==> src/rtl/disp_pkg.sv <==
// Shared constants and types for the seven-segment display refresh controller.
// Contents: blank/idle pin levels, the active-low hex-to-segment table and the
// 2-bit digit slot type.
package disp_pkg;

    // All segments off (active-low) and no anode selected (active-low).
    localparam logic [7:0] SEG_BLANK = 8'hFF;
    localparam logic [3:0] SEL_NONE  = 4'hF;

    // Digit slot index, 0 = rightmost digit.
    typedef logic [1:0] slot_t;

    // Segment pattern per hex value, bits [7:1] = a..g, bit 0 = dp (kept off).
    // Element [n] holds the pattern for nibble value n.
    localparam logic [15:0][7:0] SEG_TABLE = {
        8'h71,  // F
        8'h61,  // E
        8'h85,  // d
        8'h63,  // C
        8'hC1,  // b
        8'h11,  // A
        8'h09,  // 9
        8'h01,  // 8
        8'h1F,  // 7
        8'h41,  // 6
        8'h49,  // 5
        8'h99,  // 4
        8'h0D,  // 3
        8'h25,  // 2
        8'h9F,  // 1
        8'h03   // 0
    };

endpackage

==> src/rtl/hex7seg.sv <==
// Combinational hex nibble to active-low seven-segment decoder.
// Ports:
//   nib_i  - 4-bit hex value
//   seg_o  - segments, active-low, [7:1] = a..g, [0] = dp (always 1)
module hex7seg
    import disp_pkg::*;
(
    input  logic [3:0] nib_i,
    output logic [7:0] seg_o
);

    assign seg_o = SEG_TABLE[nib_i];

endmodule

==> src/rtl/disp_scan_ctrl.sv <==
// Refresh controller for a 4-digit multiplexed seven-segment display.
// A 16-bit value arrives over valid/ready into a pending buffer and is moved
// into the displayed (active) register only at a frame boundary, so a frame
// never mixes digits of two values. Each digit slot lasts DIV cycles and
// starts with BLANK cycles of anode-off dead time.
// Ports:
//   clk, rst    - clock, asynchronous active-high reset
//   in_valid    - requester offers in_data
//   in_ready    - pending buffer empty; transfer on in_valid && in_ready
//   in_data     - hex value, nibble 0 = rightmost digit
//   lz_en       - leading-zero suppression enable
//   outDisp     - segments, active-low, [7:1] = a..g, [0] = dp
//   selDisp     - digit anodes, active-low, bit k = digit k
//   frame_done  - one-cycle pulse at the start of each frame
module disp_scan_ctrl
    import disp_pkg::*;
#(
    parameter int unsigned DIV   = 50000,
    parameter int unsigned BLANK = 4
) (
    input  logic        clk,
    input  logic        rst,
    input  logic        in_valid,
    output logic        in_ready,
    input  logic [15:0] in_data,
    input  logic        lz_en,
    output logic [7:0]  outDisp,
    output logic [3:0]  selDisp,
    output logic        frame_done
);

    localparam int unsigned     CNT_W     = (DIV > 1) ? $clog2(DIV) : 1;
    localparam logic [CNT_W-1:0] CNT_LAST  = CNT_W'(DIV - 1);
    localparam logic [CNT_W-1:0] CNT_BLANK = CNT_W'(BLANK);

    logic [CNT_W-1:0] cnt_q, cnt_d;
    slot_t            idx_q, idx_d;
    logic [15:0]      act_q, act_d;
    logic [15:0]      pend_q, pend_d;
    logic             pend_full_q, pend_full_d;
    logic [7:0]       seg_q, seg_d;
    logic [3:0]       sel_q, sel_d;
    logic             fd_q, fd_d;

    logic             cnt_last;
    logic             boundary;
    logic             xfer;
    logic [3:0]       nib;
    logic             lz_hide;
    logic             dead;

    // Ready drops with reset so nothing can be accepted while it is held.
    assign in_ready = ~pend_full_q & ~rst;

    // Digit decoder for the current slot's nibble.
    assign nib = act_q[{idx_q, 2'b00} +: 4];

    hex7seg u_hex7seg (
        .nib_i (nib),
        .seg_o (seg_d)
    );

    // Slot timing and pending/active buffer update.
    always_comb begin
        cnt_d       = cnt_q;
        idx_d       = idx_q;
        act_d       = act_q;
        pend_d      = pend_q;
        pend_full_d = pend_full_q;

        cnt_last = (cnt_q == CNT_LAST);
        boundary = cnt_last && (idx_q == 2'd3);
        xfer     = in_valid && in_ready;

        cnt_d = cnt_last ? '0 : cnt_q + CNT_W'(1);
        if (cnt_last) begin
            idx_d = idx_q + 2'd1;
        end

        if (xfer) begin
            pend_d      = in_data;
            pend_full_d = 1'b1;
        end
        // A transfer cannot coincide with this: in_ready is low while full.
        if (boundary && pend_full_q) begin
            act_d       = pend_q;
            pend_full_d = 1'b0;
        end
    end

    // Anode selection: dead time at slot start, optional leading-zero hide.
    always_comb begin
        lz_hide = 1'b0;
        case (idx_q)
            2'd1:    lz_hide = (act_q[15:4]  == 12'h000);
            2'd2:    lz_hide = (act_q[15:8]  == 8'h00);
            2'd3:    lz_hide = (act_q[15:12] == 4'h0);
            default: lz_hide = 1'b0;
        endcase

        dead  = (cnt_q < CNT_BLANK);
        sel_d = (dead || (lz_en && lz_hide)) ? SEL_NONE : ~(4'b0001 << idx_q);
        fd_d  = boundary;
    end

    // State and output registers.
    always_ff @(posedge clk or posedge rst) begin
        if (rst) begin
            cnt_q       <= '0;
            idx_q       <= '0;
            act_q       <= '0;
            pend_q      <= '0;
            pend_full_q <= 1'b0;
            seg_q       <= SEG_BLANK;
            sel_q       <= SEL_NONE;
            fd_q        <= 1'b0;
        end else begin
            cnt_q       <= cnt_d;
            idx_q       <= idx_d;
            act_q       <= act_d;
            pend_q      <= pend_d;
            pend_full_q <= pend_full_d;
            seg_q       <= seg_d;
            sel_q       <= sel_d;
            fd_q        <= fd_d;
        end
    end

    assign outDisp    = seg_q;
    assign selDisp    = sel_q;
    assign frame_done = fd_q;

endmodule
==> config.mk <==
export PLATFORM = sky130hd
export DESIGN_NAME = disp_scan_ctrl
export DESIGN_NICKNAME = d
export VERILOG_FILES = /design/src/rtl/disp_pkg.sv /design/src/rtl/hex7seg.sv /design/src/rtl/disp_scan_ctrl.sv
export SDC_FILE = /design/constraint.sdc
export NUM_CORES = 1
export LEC_CHECK = 0
export ABC_CLOCK_PERIOD_IN_PS = 2800
export BUFFER_PORTS_ARGS = -buffer_cell sky130_fd_sc_hd__buf_2
export CAP_MARGIN = 40
export CORE_ASPECT_RATIO = 1.4
export CORE_MARGIN = 8
export CORE_UTILIZATION = 50
export CTS_CLUSTER_SIZE = 8
export DETAILED_ROUTE_END_ITERATION = 10
export PLACE_DENSITY = 0.76
export SLEW_MARGIN = 15
export SYNTH_ARGS = -nofsm -noshare
export SYNTH_HDL_FRONTEND = slang
export SYNTH_SLANG_ARGS = --single-unit
export TNS_END_PERCENT = 5
==> constraint.sdc <==
create_clock -name clk -period 2.8 [get_ports clk]
set_input_delay 0.14 -clock clk [delete_from_list [all_inputs] [get_ports clk]]
set_output_delay 0.14 -clock clk [all_outputs]
set_load 0.01 [all_outputs]
==> metrics.md <==
| Metric | Value |
|---|---|
| Crit-path leading delay family | simple AND/OR/NAND/NOR gates |
| Post-synth EDFFs | 0 |
| RSZ-0062 raised after global routing | false |
| Clock root buffer | clkbuf_8 |
| Longest Clk Path Bufs | 2 |
| Average size of a mapped cell | roughly 13 um2 |
| Final period utilization | 0.807 |
| Sw frac | 0.219 |
| Min Tclk post-route | between 2 and 2.5 ns |
| CTS tree | built |
| Asr flop ratio synth | 1.00 |
| Worst-Margin Slew | roughly 0.74 ns |
| Setup crit end kind | flop |
| Core Footprint | roughly 5800 um2 |
| Netlist cell types | 40 |
| Final setup fails | 0 |
| Layer with the highest usage | met2 |
| Final Hold Vio Count | 0 |
| WS Path Type | flop to flop |
| Pint | 1650 uW |
| Sequential area share after synthesis | 0.540 |
| Worst reg-to-reg setup slack | around 0.54 ns |
| Synth Register Bits | 63 |
| Pre-CTS setup slack | between 0.5 and 0.6 ns |
| Initial antenna violation count | 0 |
| DRT Pass-1 Iters | 4 |
| Ant. Diodes | 0 |
| Status | finished clean |
| GR Overflow Total | 0 |
| Met3 GRT Util | 0.0402 |
| WP depth | 4 |
| # clock sinks | 63 |
| PwrDens | 627 nW/um2 |
| Slew margin rel. | 0.507 |
| Largest stage delay, worst path | about 0.56 ns |
| CP max-delay cell | or4_4 |
| Cell Chain, Critical Path | or4_4 > nor4_4 > nand4_4 > mux2_4 |
| Rows | 33 |
| Vias | 1860 |
| H-tree Lvls | 3 |
| Maxcap violations | 0 |
| Switching power | roughly 470 uW |
| Worst Hold Depth | 2 |
| Fraction of layout cells with a size suffix above 1 | 0.387 |
| Logic pwr share | 0.076 |
| I/O Buffers | 32 |
| Global-route wire length before repair | about 9.4 mm |
| Sequential power share | 0.520 |
| Starting Density | 0.509 |
| Clock power frac | 0.404 |
| Avg Vias per Cell | between 5 and 6 |
| Crit path max fanout | 17 |
| Die Span X | between 80 and 90 um |
| Fmax achieved | about 440 MHz |
| Leakage power | around 0.0016 uW |
| Slew Viols, Final | 0 |
| Worst-skew pair later-pin latency | between 0.3 and 0.4 ns |
| Post-route setup TNS | 0 ns |
| Final setup margin | between 0.5 and 0.6 ns |
| DRC viols | 0 |
| DIE HEIGHT | about 110 um |
| Post-CTS resize count | 0 |
| Drt wl/cell | approximately 17 um |
| GR Util met1 | 0.155 |
| CP bufs+invs | 0 |
| Critical Path AT | approximately 2.5 ns |
| Clock Skew | roughly 0.0074 ns |
| Largest net degree at the start of global routing | 33 |
| Post-synth top flop | dfrtp_1 |
| CTS buffer count | 9 |
| Grt met2 use | 0.234 |
| R2R depth | 4 |
| Routability Congestion | about 0.84 |
| Vias in the first global route | approximately 2000 |
| Area delta synth->final | 14.8% |
| VDD IR max | between 300 and 400 uV |
| CP required | roughly 3.0 ns |
| All-layer global routing usage | 0.141 |
| Ports | 34 |
| HP Class | input pin to flop |
| Area of the mapped netlist | 2940 um2 |
| Antenna Violating Nets Remaining | 0 |
| Hold-fix buffers, CTS | 1 |
| Cells after synthesis | approximately 230 |
| Syn_nets | between 200 and 300 |
| Initial DRC count | between 100 and 150 |
| Total Wirelength | ~5.6 mm |
| Final nets | a little under 300 |
| Synth warn | 0 |
| Reg clk slew, reported paths | about 0.070 ns |
| Setup Buffers After CTS | 0 |
| Estimated wirelength of the detail-placed design | roughly 4 mm |
| Type of origin of the critical path | flop |
| Die area | about 8600 um2 |
[cell usage after synthesis, types with 4 or more instances]
cell type / number / area (um2)
a21oi_1: 4 / 20.0
clkbuf_1: 4 / 15.0
dfrtp_1: 52 / 1300
dfstp_2: 11 / 289
ha_1: 12 / 150
inv_1: 7 / 26.3
mux2_2: 27 / 304
mux2_4: 9 / 135
mux4_2: 4 / 90.1
nand2_1: 9 / 33.8
nand3_1: 10 / 50.1
nand4_1: 5 / 31.3
nor2_1: 12 / 45.0
nor4_1: 5 / 31.3
o21a_1: 4 / 30.0
xnor2_1: 4 / 35.0
xor2_1: 9 / 78.8
[cells by family after synthesis]
| group | after synthesis | share of synthesized area |
|---|---|---|
| AO/OA/AOI/OAI | 20 | 0.0451 |
| XOR/XNOR | 13 | 0.0387 |
| adder cells (fa/ha/maj) | 12 | 0.0510 |
| buffers and inverters | 16 | 0.0251 |
| flip-flops | 63 | 0.540 |
| multiplexers | 40 | 0.180 |
| other | 1 | 0.00127 |
| AND/OR/NAND/NOR | 60 | 0.119 |
[power by group through the flow]
stage	Sequential, uW	Combinational, uW	Clock [uW]
floorplan	1090	131	0
global placement	1110	154	0
detailed placement	1120	165	0
CTS	1110	167	870
global route	1120	179	924
finish	1100	162	856
[sequential cells by signal, indices dropped and copies added (netlist names)]
| signal | cells |
|---|---|
| act_q | 16 |
| cnt_q | 16 |
| pend_q | 16 |
| outDisp | 7 |
| selDisp | 4 |
| idx_q | 2 |
| frame_done | 1 |
| pend_full_q | 1 |
[final timing paths]
path,from,to
worst max-delay path,cnt_q[10],act_q[11]
worst min-delay path,in_data[6],pend_q[6]
worst max register to register,cnt_q[10],act_q[11]
worst min register to register,pend_q[14],act_q[14]
max in group asynchronous,rst,outDisp[3]
min in group asynchronous,rst,pend_q[15]
[routing by layer]
layer / wire length (um) / vias up
met2: 2910 / 39
met3: 272 / 14
met5: 0 / -
met4: 146 / 0
li1: - / 875
met1: 2260 / 932
[layout by cell type, fill, tap and decap left out, drive strengths merged, types with 4 or more instances in the layout]
master / n
nand3: 10
ha: 12
buf: 34
dfrtp: 52
o21a: 4
nand4: 6
a21oi: 4
mux2: 36
inv: 7
mux4: 4
nor4: 6
nor2: 12
clkbuf: 11
nand2: 9
dfstp: 11
xor2: 9
xnor2: 4
[stage by stage]
stage	hold slack, ns	total power, uW	cells	area (um2)	utilization
after floorplan	0.292	1220	225	2940	-
after global placement	0.264	1270	320	3160	0.547
after detailed placement	0.275	1290	320	3160	0.547
after CTS	0.0167	2140	336	3380	0.585
after global routing	0.0116	2220	336	3380	0.585
final	0.0296	2120	336	3380	0.585
[final cells by class]
type,count,area [um2]
Fill cell,465,2400
Sequential cell,63,1590
Multi-Input combinational cell,146,1280
Timing Repair Buffer,35,185
Clock buffer,11,141
Tap cell,70,87.6
Clock inverter,4,70.1
Inverter,7,26.3
Note: power is estimated with default switching activity, not from simulation.
